## src/rtl/coord_mem_arbiter.sv

```systemverilog
// Node coordinate RAM owner: the collector writes (x,y) pairs during INIT, then
// NUM_RD search engines share read access under round-robin arbitration in RUN.
module coord_mem_arbiter #(
  parameter int NUM_RD  = 2,
  parameter int ADDR_W  = 8,
  parameter int COORD_W = 16
) (
  input  logic                        clk,
  input  logic                        reset,
  input  logic                        wr_req,
  input  logic [ADDR_W-1:0]           wr_addr,
  input  logic [COORD_W-1:0]          wr_x,
  input  logic [COORD_W-1:0]          wr_y,
  output logic                        wr_gnt,
  input  logic                        init_done,
  input  logic                        reinit,
  input  logic [NUM_RD-1:0]           rd_req,
  input  logic [NUM_RD*ADDR_W-1:0]    rd_addr,
  output logic [NUM_RD-1:0]           rd_gnt,
  output logic [NUM_RD-1:0]           rd_valid,
  output logic [COORD_W-1:0]          rd_x,
  output logic [COORD_W-1:0]          rd_y,
  output logic                        mem_en,
  output logic                        mem_we,
  output logic [ADDR_W-1:0]           mem_addr,
  output logic [2*COORD_W-1:0]        mem_wdata,
  input  logic [2*COORD_W-1:0]        mem_rdata,
  output logic                        run_mode,
  output logic [ADDR_W:0]             node_count,
  output logic                        wr_err
);

  // Handshake: a requester holds req (and its address/data) until the
  // combinational grant is seen; grant means the RAM access happens in that
  // same cycle. For reads, rd_valid pulses exactly one cycle after the grant
  // and rd_x/rd_y carry the RAM data while it is high, holding otherwise.

  localparam int PTR_W = (NUM_RD > 1) ? $clog2(NUM_RD) : 1;
  localparam logic [ADDR_W:0] CNT_MAX = {1'b1, {ADDR_W{1'b0}}};

  typedef enum logic {
    ST_INIT = 1'b0,
    ST_RUN  = 1'b1
  } state_e;

  state_e                 state_q, state_d;
  logic [PTR_W-1:0]       last_q, last_d;
  logic [ADDR_W:0]        node_count_q, node_count_d;
  logic                   wr_err_q, wr_err_d;
  logic [NUM_RD-1:0]      rd_valid_q, rd_valid_d;
  logic [2*COORD_W-1:0]   rd_hold_q, rd_hold_d;

  logic                   win_found;
  logic [PTR_W-1:0]       win_idx;
  logic [PTR_W-1:0]       cand;
  logic                   rd_grant;

  // ---------------------------------------------------------------------------
  // FSM: state register
  // ---------------------------------------------------------------------------
  always_ff @(posedge clk or posedge reset) begin
    if (reset) begin
      state_q <= ST_INIT;
    end else begin
      state_q <= state_d;
    end
  end

  // FSM: next state. init_done only matters in INIT, reinit only in RUN.
  always_comb begin
    state_d = state_q;
    case (state_q)
      ST_INIT: if (init_done) state_d = ST_RUN;
      ST_RUN:  if (reinit)    state_d = ST_INIT;
      default: state_d = ST_INIT;
    endcase
  end

  // ---------------------------------------------------------------------------
  // Round-robin search starting just after the last winner
  // ---------------------------------------------------------------------------
  always_comb begin
    win_found = 1'b0;
    win_idx   = '0;
    cand      = '0;
    for (int k = 1; k <= NUM_RD; k++) begin
      cand = PTR_W'((int'(last_q) + k) % NUM_RD);
      if (!win_found && rd_req[cand]) begin
        win_found = 1'b1;
        win_idx   = cand;
      end
    end
  end

  assign rd_grant = (state_q == ST_RUN) && !reinit && win_found;

  // ---------------------------------------------------------------------------
  // FSM: outputs. Forced low while reset is asserted so nothing leaks out.
  // ---------------------------------------------------------------------------
  always_comb begin
    wr_gnt    = 1'b0;
    rd_gnt    = '0;
    mem_en    = 1'b0;
    mem_we    = 1'b0;
    mem_addr  = '0;
    mem_wdata = '0;
    if (!reset) begin
      if (state_q == ST_INIT) begin
        if (wr_req) begin
          wr_gnt    = 1'b1;
          mem_en    = 1'b1;
          mem_we    = 1'b1;
          mem_addr  = wr_addr;
          mem_wdata = {wr_x, wr_y};
        end
      end else if (rd_grant) begin
        rd_gnt[win_idx] = 1'b1;
        mem_en          = 1'b1;
        mem_addr        = rd_addr[win_idx*ADDR_W +: ADDR_W];
      end
    end
  end

  // ---------------------------------------------------------------------------
  // Datapath / bookkeeping next-state
  // ---------------------------------------------------------------------------
  always_comb begin
    last_d = last_q;
    if (|rd_gnt) begin
      last_d = win_idx;
    end
  end

  // Count is cleared on the way back to INIT so it reflects the new map only.
  always_comb begin
    node_count_d = node_count_q;
    if ((state_q == ST_RUN) && reinit) begin
      node_count_d = '0;
    end else if (wr_gnt && (node_count_q != CNT_MAX)) begin
      node_count_d = node_count_q + 1'b1;
    end
  end

  always_comb begin
    wr_err_d = wr_err_q;
    if ((state_q == ST_RUN) && wr_req) begin
      wr_err_d = 1'b1;
    end
  end

  always_comb begin
    rd_valid_d = rd_gnt;
    rd_hold_d  = rd_hold_q;
    if (|rd_valid_q) begin
      rd_hold_d = mem_rdata;
    end
  end

  always_ff @(posedge clk or posedge reset) begin
    if (reset) begin
      last_q       <= PTR_W'(NUM_RD - 1);
      node_count_q <= '0;
      wr_err_q     <= 1'b0;
      rd_valid_q   <= '0;
      rd_hold_q    <= '0;
    end else begin
      last_q       <= last_d;
      node_count_q <= node_count_d;
      wr_err_q     <= wr_err_d;
      rd_valid_q   <= rd_valid_d;
      rd_hold_q    <= rd_hold_d;
    end
  end

  // ---------------------------------------------------------------------------
  // Output assignments
  // ---------------------------------------------------------------------------
  // RAM data is passed straight through in the valid cycle and held afterwards.
  assign rd_valid   = rd_valid_q;
  assign rd_x       = (|rd_valid_q) ? mem_rdata[2*COORD_W-1:COORD_W] : rd_hold_q[2*COORD_W-1:COORD_W];
  assign rd_y       = (|rd_valid_q) ? mem_rdata[COORD_W-1:0]         : rd_hold_q[COORD_W-1:0];
  assign run_mode   = (state_q == ST_RUN);
  assign node_count = node_count_q;
  assign wr_err     = wr_err_q;

endmodule

```

## config.mk

```make
export PLATFORM = sky130hd
export DESIGN_NAME = coord_mem_arbiter
export DESIGN_NICKNAME = d
export VERILOG_FILES = /design/src/rtl/coord_mem_arbiter.sv
export SDC_FILE = /design/constraint.sdc
export NUM_CORES = 1
export LEC_CHECK = 0
export ABC_AREA = 1
export CORE_AREA = 2 2 88 90
export CTS_BUF_LIST = sky130_fd_sc_hd__clkbuf_2
export CTS_CLUSTER_SIZE = 8
export DETAILED_ROUTE_END_ITERATION = 8
export DIE_AREA = 0 0 90 92
export PLACE_DENSITY = 0.81
export SLEW_MARGIN = 20
export SYNTH_ARGS = -nofsm -noshare
export SYNTH_HDL_FRONTEND = slang
export SYNTH_SLANG_ARGS = --single-unit
```

## constraint.sdc

```tcl
create_clock -name clk -period 1.5 [get_ports clk]
set_clock_uncertainty 0.05 [all_clocks]
set_input_delay 0.15 -clock clk [delete_from_list [all_inputs] [get_ports clk]]
set_output_delay 0.15 -clock clk [all_outputs]
set_load 0.01 [all_outputs]
```

# Word-level counts from Yosys, hierarchy flattened
# Index checks and enable logic that the tools add are counted.
[word_totals]
ff_bits = 46
input_bits = 95
out_inout_bits = 90
wordCells = 61
[classes]
n_addsub = 3
magnitude_cmp = 4
eq_ne = 1
shift = 1
mux = 33
n_bitwise = 1
n_reduce_logical = 12
[op_table]
columns = ["op", "n"]
rows = [
  ["2-to-1 mux 32 bit", 3],
  ["2-to-1 mux 16 bit", 2],
  ["2-to-1 mux 8 bit", 4],
  ["2-to-1 mux 9 bit", 2],
  ["2-to-1 mux 1 bit", 17],
  ["indexed part select 16 x 5 -> 8 bit", 1],
  ["adder 9 x 1 -> 9 bit (second input constant)", 1],
  ["!= test 9 bit (second input constant)", 1],
  ["logical AND 1 bit", 7],
  ["less-than comparator 1 x 2 -> 1 bit (second input constant)", 3],
  ["2-to-1 mux 2 bit", 3],
  ["OR reduction 2 bit", 2],
  ["adder 1 bit (second input constant)", 2],
  ["logical NOT 1 bit", 2],
  ["case mux 1 bit (2 select lines)", 1],
  ["nonzero test 2 bit", 1],
  ["demux 1 bit (select 1 bit)", 1],
  ["greater-or-equal comparator 1 bit (second input constant)", 1],
  ["inverter 1 bit", 1],
]

# Logic depth before layout (Yosys ltp)
# Gate-level depths: netlist of run 1.
[logic_depth]
ltp_word = 15
ltp_mapped = 10
mapped_depth_nobuf = 10

# Worst setup path after synthesis of run 1
# Ideal clock, no wire load.
[synth_path]
kind = "in2out"
start = "input reset"
end = "output mem_addr[1]"
t_arrival_ns = 1.339
t_required_ns = 1.300
setup_slack_ns = -0.039
cell_stages = 5
n_path_buf = 0
cell_sequence = "inv_2 nand2_4 inv_1 nand2_1 nand2_1"
[synth_via]
elab_chain_cells = 1
[synth_rtl]
columns = ["item", "line_no", "rtl"]
rows = [
  ["start, declared", "9", "input logic reset,"],
  ["2-to-1 mux 8 bit", "107", "if (!reset) begin"],
  ["end, declared", "25", "output logic [ADDR_W-1:0] mem_addr,"],
]
# No other way between the ends.

# Final worst setup path of run 1
[layout_path]
start = "register state_q (netlist: run_mode)"
end = "output mem_addr[7]"
[layout_via]
elab_chain_cells = 5
[layout_rtl]
columns = ["item", "line_no", "rtl"]
rows = [
  ["start, declared", "46", "state_e state_q, state_d;"],
  ["start signal, assigned", "65", "state_q <= state_d;"],
  ["logical AND 1 bit (2 in series)", "95", "assign rd_grant = (state_q == ST_RUN) && !reinit && win_found;"],
  ["2-to-1 mux 8 bit", "116", "end else if (rd_grant) begin"],
  ["2-to-1 mux 8 bit (*)", "108", "if (state_q == ST_INIT) begin"],
  ["2-to-1 mux 8 bit (*)", "107", ""],
]
# Mark *: on every way between the ends. The rest lies on a longest branch, timed or not.

==> impl_metrics.json, run 1 <==
{
  "yosys_register_bits": 46,
  "start_kind": "flop",
  "syn_inst": 298,
  "ys_warn_count": 0,
  "dr.pass1.iters": 5,
  "p_leak_uw": 0.00307,
  "dieArea_mm2": 0.00828,
  "clk_latency_ns": 0.39,
  "wire_per_inst_um": 18.6,
  "synthesis.nets": 395,
  "synth_area_leader_cell": "dfrtp_1",
  "violations": "setup timing",
  "core_area_mm2": 0.00745,
  "setup_violations": 88,
  "clock_path_buffers": 2,
  "initial_core_util_pct": 33.7,
  "syn-cell-area_mm2": 0.00251,
  "ir_drop_mv": 0.464,
  "synth_edf_count": 0,
  "ios": 185,
  "cts_tree": "built",
  "async_flop_share_pct": 100,
  "p_per_area_mw_per_mm2": 943,
  "total_power_uw": 5730,
  "final_common_cell": "buf_6",
  "drt_iter0_drc": 123,
  "cts_hold_buf": 0,
  "crit_type": "flop to output pin",
  "syn_avg_cell_area_um2": 8.43,
  "layout_common_cells": "buf_6 (107), clkdlybuf4s50_1 (94), nand2_1 (49)",
  "num_antenna_cells": 0,
  "arrival_ns": 1.79,
  "vias": 3265,
  "fp.dieW_um": 90,
  "yosysTopAreaCellShare_pct": 44.8,
  "antenna_found_initial": 0,
  "layout-drive-gt1-share_pct": 52.7,
  "vias_per_cell": 4.82,
  "nFillCells": 435,
  "worstPathMaxFanout": 7,
  "ys.flop_type": "dfrtp_1",
  "drcViolationCount": 0,
  "layout.nets": 671,
  "cts_root_buf": "clkbuf_2",
  "finalHoldViolCount": 0,
  "worstPathRequired_ns": 1.30,
  "dp_hpwl_um": 6280,
  "portBuffers": 184,
  "first_global_vias": 3352,
  "cap_violations": 0,
  "fin_ws_ns": -0.486,
  "wl_um": 12600,
  "syn2layout_area_growth_pct": 142,
  "die_h_um": 92,
  "endpoint_kind": "output pin",
  "clock_sinks": 46,
  "grt_max_degree": 33,
  "yosysUniqueCellTypes": 24,
  "dpl_cell_area_mm2": 0.00464,
  "ant_nets": 0,
  "synthTopCellsByArea": "dfrtp_1 (45%), mux2_2 (13%), nand2_1 (10%), inv_1 (7.2%), nor2_1 (6.9%)",
  "rows": 32,
  "slew_violations": 0,
  "path_clk_slew_ns": 0.25,
  "final_area_mm2": 0.00608,
  "status": "finished with violations",
  "rsz0062_at_grt": "true",
  "globalplace.congestion": 0.839,
  "yosysSeqAreaShare_pct": 45.9,
  "grt_pass1_wl_um": 16900,
  "cts_buffers": 5,
  "fmax_ghz": 0.504,
  "htreeDepth": 2,
  "min_period_ns": 1.99,
  "slew_headroom_pct": 73.3,
  "grt_overflow": 0,
  "grtUsageTotal_pct": 25.8,
  "hold_class": "primary input to async pin",
  "ff2ff_path_depth": 6,
  "post-route-period-util_pct": 132,
  "tightest_slew_ns": 0.401
}
[cell families after synthesis]
logic type / Yosys count / share of synthesized area [%]
flops: 46 / 45.9
xor+xnor: 1 / 0.349
compound gates: 4 / 1.05
buf+inv: 58 / 9.46
mux: 32 / 14.3
fa+ha+maj: 2 / 0.996
simple gates: 155 / 27.9
[layer usage]
metal  vias to the layer above  track usage (%)  wire (um)
met5                         -                0          0
met4                         0             6.54        374
met3                        28             6.16        719
met2                       185             50.9       7270
met1                      1580             27.4       4260
li1                       1472                -          -
[flip-flops by register name, summed over array words and instances (netlist names)]
name,count
rd_valid,2
wr_err,1
rd_hold_q,32
node_count,9
last_q,1
run_mode,1
[cell usage after synthesis, types with 2 or more instances]
cell and count:
ha_1 2, a31oi_1 3, nor2_2 2, nand4_1 5
nand2_2 3, or2_2 2, nand3_1 21, mux2_2 28
nor2_1 46, nand2_1 69, buf_2 7, nor2_8 2
dfrtp_1 45, nor2_4 3, mux2_1 4, inv_1 48
[worst paths after layout]
check / start / end / slack (ns)
worst min-delay path: reset / node_count[1]$_DFFE_PP0P_ / 0.09
worst max-delay path: run_mode$_DFF_PP0_ / mem_addr[7] / -0.49
max in group asynchronous: reset / last_q$_DFFE_PP1P_ / 0.69
worst max register to register: rd_valid[1]$_DFF_PP0_ / rd_hold_q[19]$_DFFE_PP0N_ / -0.10
worst min register to register: last_q$_DFFE_PP1P_ / last_q$_DFFE_PP1P_ / 0.46
min in group clk: init_done / run_mode$_DFF_PP0_ / 0.27
[per-stage QoR]
stage,cells,setup slack (ns),TNS (ns),hold WS (ns),utilization [%]
floorplan,298,0.0963,0,0.0308,-
global placement,600,-0.456,-29.29,0.388,62.3
detailed placement,600,-0.518,-30.07,0.403,62.3
CTS,664,-0.493,-28.77,0.0645,75.0
global route,677,-0.635,-38.93,0.0456,81.7
finish,677,-0.486,-28.21,0.0878,81.7
[worst max-delay path, cell delays in order (launching register included)]
cell and delay (ns):
dfrtp_1 0.48, buf_6 0.13, nand2_4 0.06, nor2_4 0.14, buf_6 0.15, nand3_2 0.06, a31oi_1 0.20, buf_2 0.16
[cell type report]
type	count	area (um2)	share of cell area, %
clock buffer	7	35.0	0.576
sequential	46	1160	19.0
timing repair buffer	276	2860	47.0
multi-input combinational	196	1680	27.6
tap	102	128	2.10
clock inverter	1	30.0	0.494
inverter	49	199	3.27
[power by group]
group | internal, uW | switching [uW] | total [uW]
Sequential | 1580 | 143 | 1720
Clock | 297 | 401 | 698
Combinational | 2030 | 1280 | 3320
Total | 3900 | 1830 | 5730
[timing repair]
| item | in CTS | in global routing |
|---|---|---|
| gates resized for setup | 490 | 123 |
| cloned | 9 | 0 |
| endpoints found under the setup margin | 91 | 103 |
| pin swaps | 21 | 30 |
| buffers inserted | 49 | 23 |
No activity file was read; power rests on OpenSTA's default activity.
==> inputs of run 2 (changes only) <==
Settings changed: CTS_BUF_LIST sky130_fd_sc_hd__clkbuf_2 to not set.
==> impl_metrics.json, run 2 (synthesis results as in run 1) <==
{
  "layout.nets": 655,
  "globalplace.congestion": 0.839,
  "grt_overflow": 0,
  "ios": 185,
  "grtUsageTotal_pct": 23.8,
  "worstPathMaxFanout": 8,
  "antenna_found_initial": 0,
  "startpoint": "run_mode$_DFF_PP0_",
  "clk_latency_ns": 0.29,
  "post-route-period-util_pct": 122,
  "core_area_mm2": 0.00745,
  "crit_type": "flop to output pin",
  "layout_common_cells": "clkdlybuf4s50_1 (98), buf_6 (95), nand2_1 (49)",
  "clock_path_buffers": 2,
  "fin_ws_ns": -0.329,
  "htreeDepth": 2,
  "start_kind": "flop",
  "cts_buffers": 5,
  "crit_chain": "buf_6, nand2_4, nor2_4, buf_6, nand3_1, a31oi_1, buf_2",
  "die_h_um": 92,
  "status": "finished with violations",
  "ir_drop_mv": 0.532,
  "pwr-share-clk_pct": 15.6,
  "tightest_slew_ns": 0.395,
  "p_per_area_mw_per_mm2": 960,
  "rsz0062_at_grt": "true",
  "drt_iter0_drc": 108,
  "cts_root_buf": "clkbuf_8",
  "finalHoldViolCount": 0,
  "cts_hold_buf": 0,
  "rows": 32,
  "cp_slowest_cell": "dfrtp_1",
  "portBuffers": 184,
  "vias_per_cell": 4.77,
  "largest_reg_flops": 32,
  "arrival_ns": 1.63,
  "cts_tree": "built",
  "wire_per_inst_um": 17.8,
  "r2r_start": "rd_valid[1]$_DFF_PP0_",
  "grt_max_degree": 33,
  "combPwrFrac_pct": 54.4,
  "wl_um": 11800,
  "total_power_uw": 5740,
  "violations": "setup timing",
  "dp_hpwl_um": 6280,
  "grt_pass1_wl_um": 15800,
  "max_stage_delay_ns": 0.42,
  "final_common_cell": "clkdlybuf4s50_1",
  "min_period_ns": 1.83,
  "layout-drive-gt1-share_pct": 50.4,
  "clock_sinks": 46,
  "fin_tns_setup_ns": -18.19,
  "top_register": "rd_hold_q",
  "hold_class": "primary input to async pin",
  "pre_cts_ws_ns": -0.518,
  "drcViolationCount": 0,
  "first_global_vias": 3213,
  "seqPwrFrac_pct": 30.0,
  "endpoint_kind": "output pin",
  "dieArea_mm2": 0.00828,
  "nFillCells": 436,
  "path_clk_slew_ns": 0.08,
  "syn2layout_area_growth_pct": 138,
  "slew_headroom_pct": 73.6,
  "vias": 3152,
  "internal_power_uw": 4000,
  "fmax_ghz": 0.547,
  "dr.pass1.iters": 4,
  "fp.dieW_um": 90,
  "p_sw_uw": 1740,
  "slew_violations": 0,
  "p_leak_uw": 0.00306,
  "ant_nets": 0,
  "setup_violations": 85,
  "num_antenna_cells": 0,
  "p_sw_share_pct": 30.4,
  "worstPathRequired_ns": 1.30,
  "cap_violations": 0,
  "path_common_cell": "buf_6",
  "initial_core_util_pct": 33.7
}
==> run 2: path summary, 6_finish.rpt <==
| kind | endpoint | slack [ns] | depth (start not counted) |
|---|---|---|---|
| hold reg to reg | last_q$_DFFE_PP1P_ | 0.44 | 2 |
| setup / recovery | mem_addr[7] | -0.33 | 7 |
| setup reg to reg | rd_hold_q[24]$_DFFE_PP0N_ | -0.10 | 6 |
| min in group clk | last_q$_DFFE_PP1P_ | 0.44 | 2 |
| max in group asynchronous | last_q$_DFFE_PP1P_ | 0.55 | 4 |
| hold / removal | node_count[0]$_DFFE_PP0P_ | 0.24 | 3 |
==> run 2: repair_timing <==
action | in CTS | in global routing
pin swaps | 13 | 25
resized for setup | 461 | 126
gates cloned | 7 | 2
setup buffers | 39 | 15
setup endpoints to repair | 84 | 104
==> run 2: power by group through the flow <==
stage          combinational [uW]  clock (uW)  sequential [uW]
6_report                     3120         893             1720
4_1_cts                      2740         928             1690
3_5_place_dp                 2020           0             1700
2_1_floorplan                 816           0             1670
3_3_place_gp                 1980           0             1670
5_1_grt                      3280         981             1750
==> run 2: area by class of cell <==
cell class                 count  area, um2  area share [%]
sequential                    46       1160            19.4
multi-input combinational    196       1670            27.9
clock inverter                 1       30.0           0.502
inverter                      49        194            3.24
tap                          102        128            2.13
clock buffer                   7       76.3            1.28
timing repair buffer         260       2730            45.6
==> run 2: per-layer routing <==
metal  vias to the layer above  share of wire [%]  track usage [%]
met5                         -                  0                0
met4                         0                2.6             7.44
met3                        26                5.0             5.83
met2                       168                 55             45.4
met1                      1519                 38             25.9
li1                       1439                  -                -
==> run 2: critical path, delay by kind of cell (launching register included) <==
family | cells | cell delay, ns
buffers and inverters | 3 | 0.46
AND/OR/NAND/NOR | 3 | 0.27
flip-flops | 1 | 0.42
AO/OA/AOI/OAI | 1 | 0.20
==> run 2: per-stage QoR <==
stage	instance area [um2]	hold WS, ns	util, %	std cells
finish	5980	0.242	80.3	661
detailed placement	4640	0.403	62.3	600
floorplan	2510	0.0308	-	298
global route	5980	0.258	80.3	661
global placement	4640	0.388	62.3	600
CTS	5490	0.229	73.7	653
==> inputs of run 3 (changes only) <==
Settings changed: CELL_PAD_IN_SITES_DETAIL_PLACEMENT set to 1, CELL_PAD_IN_SITES_GLOBAL_PLACEMENT set to 1, CORE_AREA 2 2 88 90 to 2 2 108 110, DIE_AREA 0 0 90 92 to 0 0 110 112, PLACE_DENSITY 0.81 to not set, PLACE_DENSITY_LB_ADDON set to 0.1.
==> impl_metrics.json, run 3 (synthesis results as in run 1) <==
{
  "status": "finished with violations",
  "violations": "setup timing",
  "cts_tree": "built",
  "path_common_cell": "buf_6",
  "cp_slowest_cell": "dfrtp_1",
  "tightest_slew_ns": 0.336,
  "wire_per_inst_um": 16.6,
  "dieArea_mm2": 0.0123,
  "core_area_mm2": 0.0112,
  "layout.nets": 660,
  "syn2layout_area_growth_pct": 141,
  "cts_root_buf": "clkbuf_16",
  "crit_type": "flop to output pin",
  "cts_buffers": 5,
  "grt_overflow": 0,
  "clock_path_buffers": 2,
  "critPathBufInv": 4,
  "layout-drive-gt1-share_pct": 48.6,
  "final_common_cell": "clkdlybuf4s50_1",
  "total_power_uw": 5860,
  "p_per_area_mw_per_mm2": 970,
  "slew_headroom_pct": 77.6,
  "die_h_um": 112,
  "initial_core_util_pct": 22.5,
  "ff2ff_path_depth": 9,
  "path_clk_slew_ns": 0.07,
  "post-route-util_pct": 54.1,
  "num_antenna_cells": 0,
  "ant_nets": 0,
  "rsz0062_at_grt": "true",
  "grt_max_degree": 27,
  "dr.pass1.iters": 2,
  "ir_drop_mv": 0.574,
  "reg2reg_to": "node_count[5]$_DFFE_PP0P_",
  "worstPathMaxFanout": 5,
  "grtUsageTotal_pct": 17.7,
  "first_global_vias": 3202,
  "drt_iter0_drc": 103,
  "vias": 3059,
  "slew_violations": 0,
  "critical_path_depth": 8,
  "vias_per_cell": 4.33,
  "endpoint_kind": "output pin",
  "fp.dieW_um": 110,
  "min_period_ns": 1.81,
  "drcViolationCount": 0,
  "setup_violations": 85,
  "hold_class": "primary input to async pin",
  "ios": 185,
  "fin_ws_ns": -0.313,
  "htreeDepth": 2,
  "startpoint": "run_mode$_DFF_PP0_",
  "fmax_ghz": 0.552,
  "cap_violations": 0,
  "r2r_setup_slack_ns": -0.08,
  "dp_hpwl_um": 7940,
  "post-route-period-util_pct": 121,
  "critPathTopFamily": "buffers and inverters",
  "grt_pass1_wl_um": 16700,
  "globalplace.congestion": 0.852,
  "largest_reg_flops": 32,
  "p_leak_uw": 0.00302,
  "arrival_ns": 1.61,
  "layout_common_cells": "clkdlybuf4s50_1 (99), buf_6 (87), nand2_1 (56)",
  "crit_path_end": "mem_addr[0]",
  "rows": 39,
  "portBuffers": 184,
  "clk_latency_ns": 0.29,
  "nFillCells": 1257,
  "worstPathRequired_ns": 1.30,
  "start_kind": "flop",
  "wl_um": 11700,
  "max_stage_delay_ns": 0.41,
  "finalHoldViolCount": 0,
  "crit_chain": "buf_6, nand2_8, nor2_4, buf_6, buf_6, nand3_1, a31oi_1, buf_2",
  "r2r_start": "run_mode$_DFF_PP0_",
  "top_register": "rd_hold_q",
  "clock_sinks": 46,
  "antenna_found_initial": 0
}
==> run 3: cell count changes in the layout (fill, tap and decap cells not counted), moves of 4 or more <==
cell,delta
nand2_4,-6
clkbuf_8,-5
clkbuf_16,+5
dlymetal6s2s_1,-4
nand2_1,+7
buf_4,+13
buf_6,-8
==> run 3: how the worst min path moves through the flow <==
stage,start,to,slack (ns),depth (start not counted)
2_1_floorplan,reset,node_count[0]$_DFFE_PP0P_,0.03,1
3_3_place_gp,wr_err$_DFFE_PP0P_,wr_err$_DFFE_PP0P_,0.40,1
3_5_place_dp,wr_err$_DFFE_PP0P_,wr_err$_DFFE_PP0P_,0.40,1
4_1_cts,reset,run_mode$_DFF_PP0_,0.26,3
5_1_grt,reset,run_mode$_DFF_PP0_,0.30,3
6_report,reset,run_mode$_DFF_PP0_,0.26,3
==> run 3: per-stage QoR <==
| stage | instances | cell area [um2] | setup slack [ns] | hold slack, ns | TNS [ns] |
|---|---|---|---|---|---|
| 4_1_cts | 693 | 5620 | -0.362 | 0.265 | -16.87 |
| 6_report | 707 | 6040 | -0.313 | 0.262 | -16.56 |
| 2_1_floorplan | 298 | 2510 | 0.0963 | 0.0308 | 0 |
| 3_3_place_gp | 648 | 4750 | -0.474 | 0.399 | -30.35 |
| 5_1_grt | 707 | 6040 | -0.394 | 0.300 | -21.56 |
| 3_5_place_dp | 648 | 4750 | -0.527 | 0.397 | -32.08 |
==> run 3: area by class of cell <==
cell class	count	area [um2]	share of cell area, %
timing repair buffer	266	2750	45.5
clock inverter	3	45.0	0.745
multi-input combinational	195	1600	26.5
sequential	46	1160	19.1
clock buffer	5	125	2.07
tap	143	179	2.96
inverter	49	190	3.15
==> run 3: layer usage <==
metal	vias to the layer above	global-route usage [%]	share of wire (%)
met5	-	0	0
met3	12	5.21	7.6
met4	0	4.56	1.6
met1	1496	18.5	35
li1	1446	-	-
met2	105	33.7	56
==> run 3: repair_timing <==
| action | CTS | global route |
|---|---|---|
| endpoints found under the hold margin | 0 | 0 |
| gates resized for setup | 465 | 90 |
| endpoints found under the setup margin | 96 | 94 |
| pin swaps | 13 | 18 |
| hold buffers | 0 | 0 |
| cloned | 8 | 0 |
| buffers inserted | 30 | 17 |
==> run 3: report_power, final <==
group	total, uW	internal (uW)	leakage [uW]	switching, uW
logic	2890	1790	0.00240	1100
registers	1700	1580	0.000551	117
clock network	1280	786	0.0000760	491
total	5860	4150	0.00302	1710
==> run 3: worst reg2reg max path, stage by stage, from the launching register on <==
cell and delay, ns:
dfrtp_1 0.42, nor2_4 0.15, nand2_4 0.08, buf_8 0.14, buf_16 0.15, buf_8 0.14, nor2_8 0.15, nor2_8 0.07
nand2_1 0.07, nand2_1 0.05
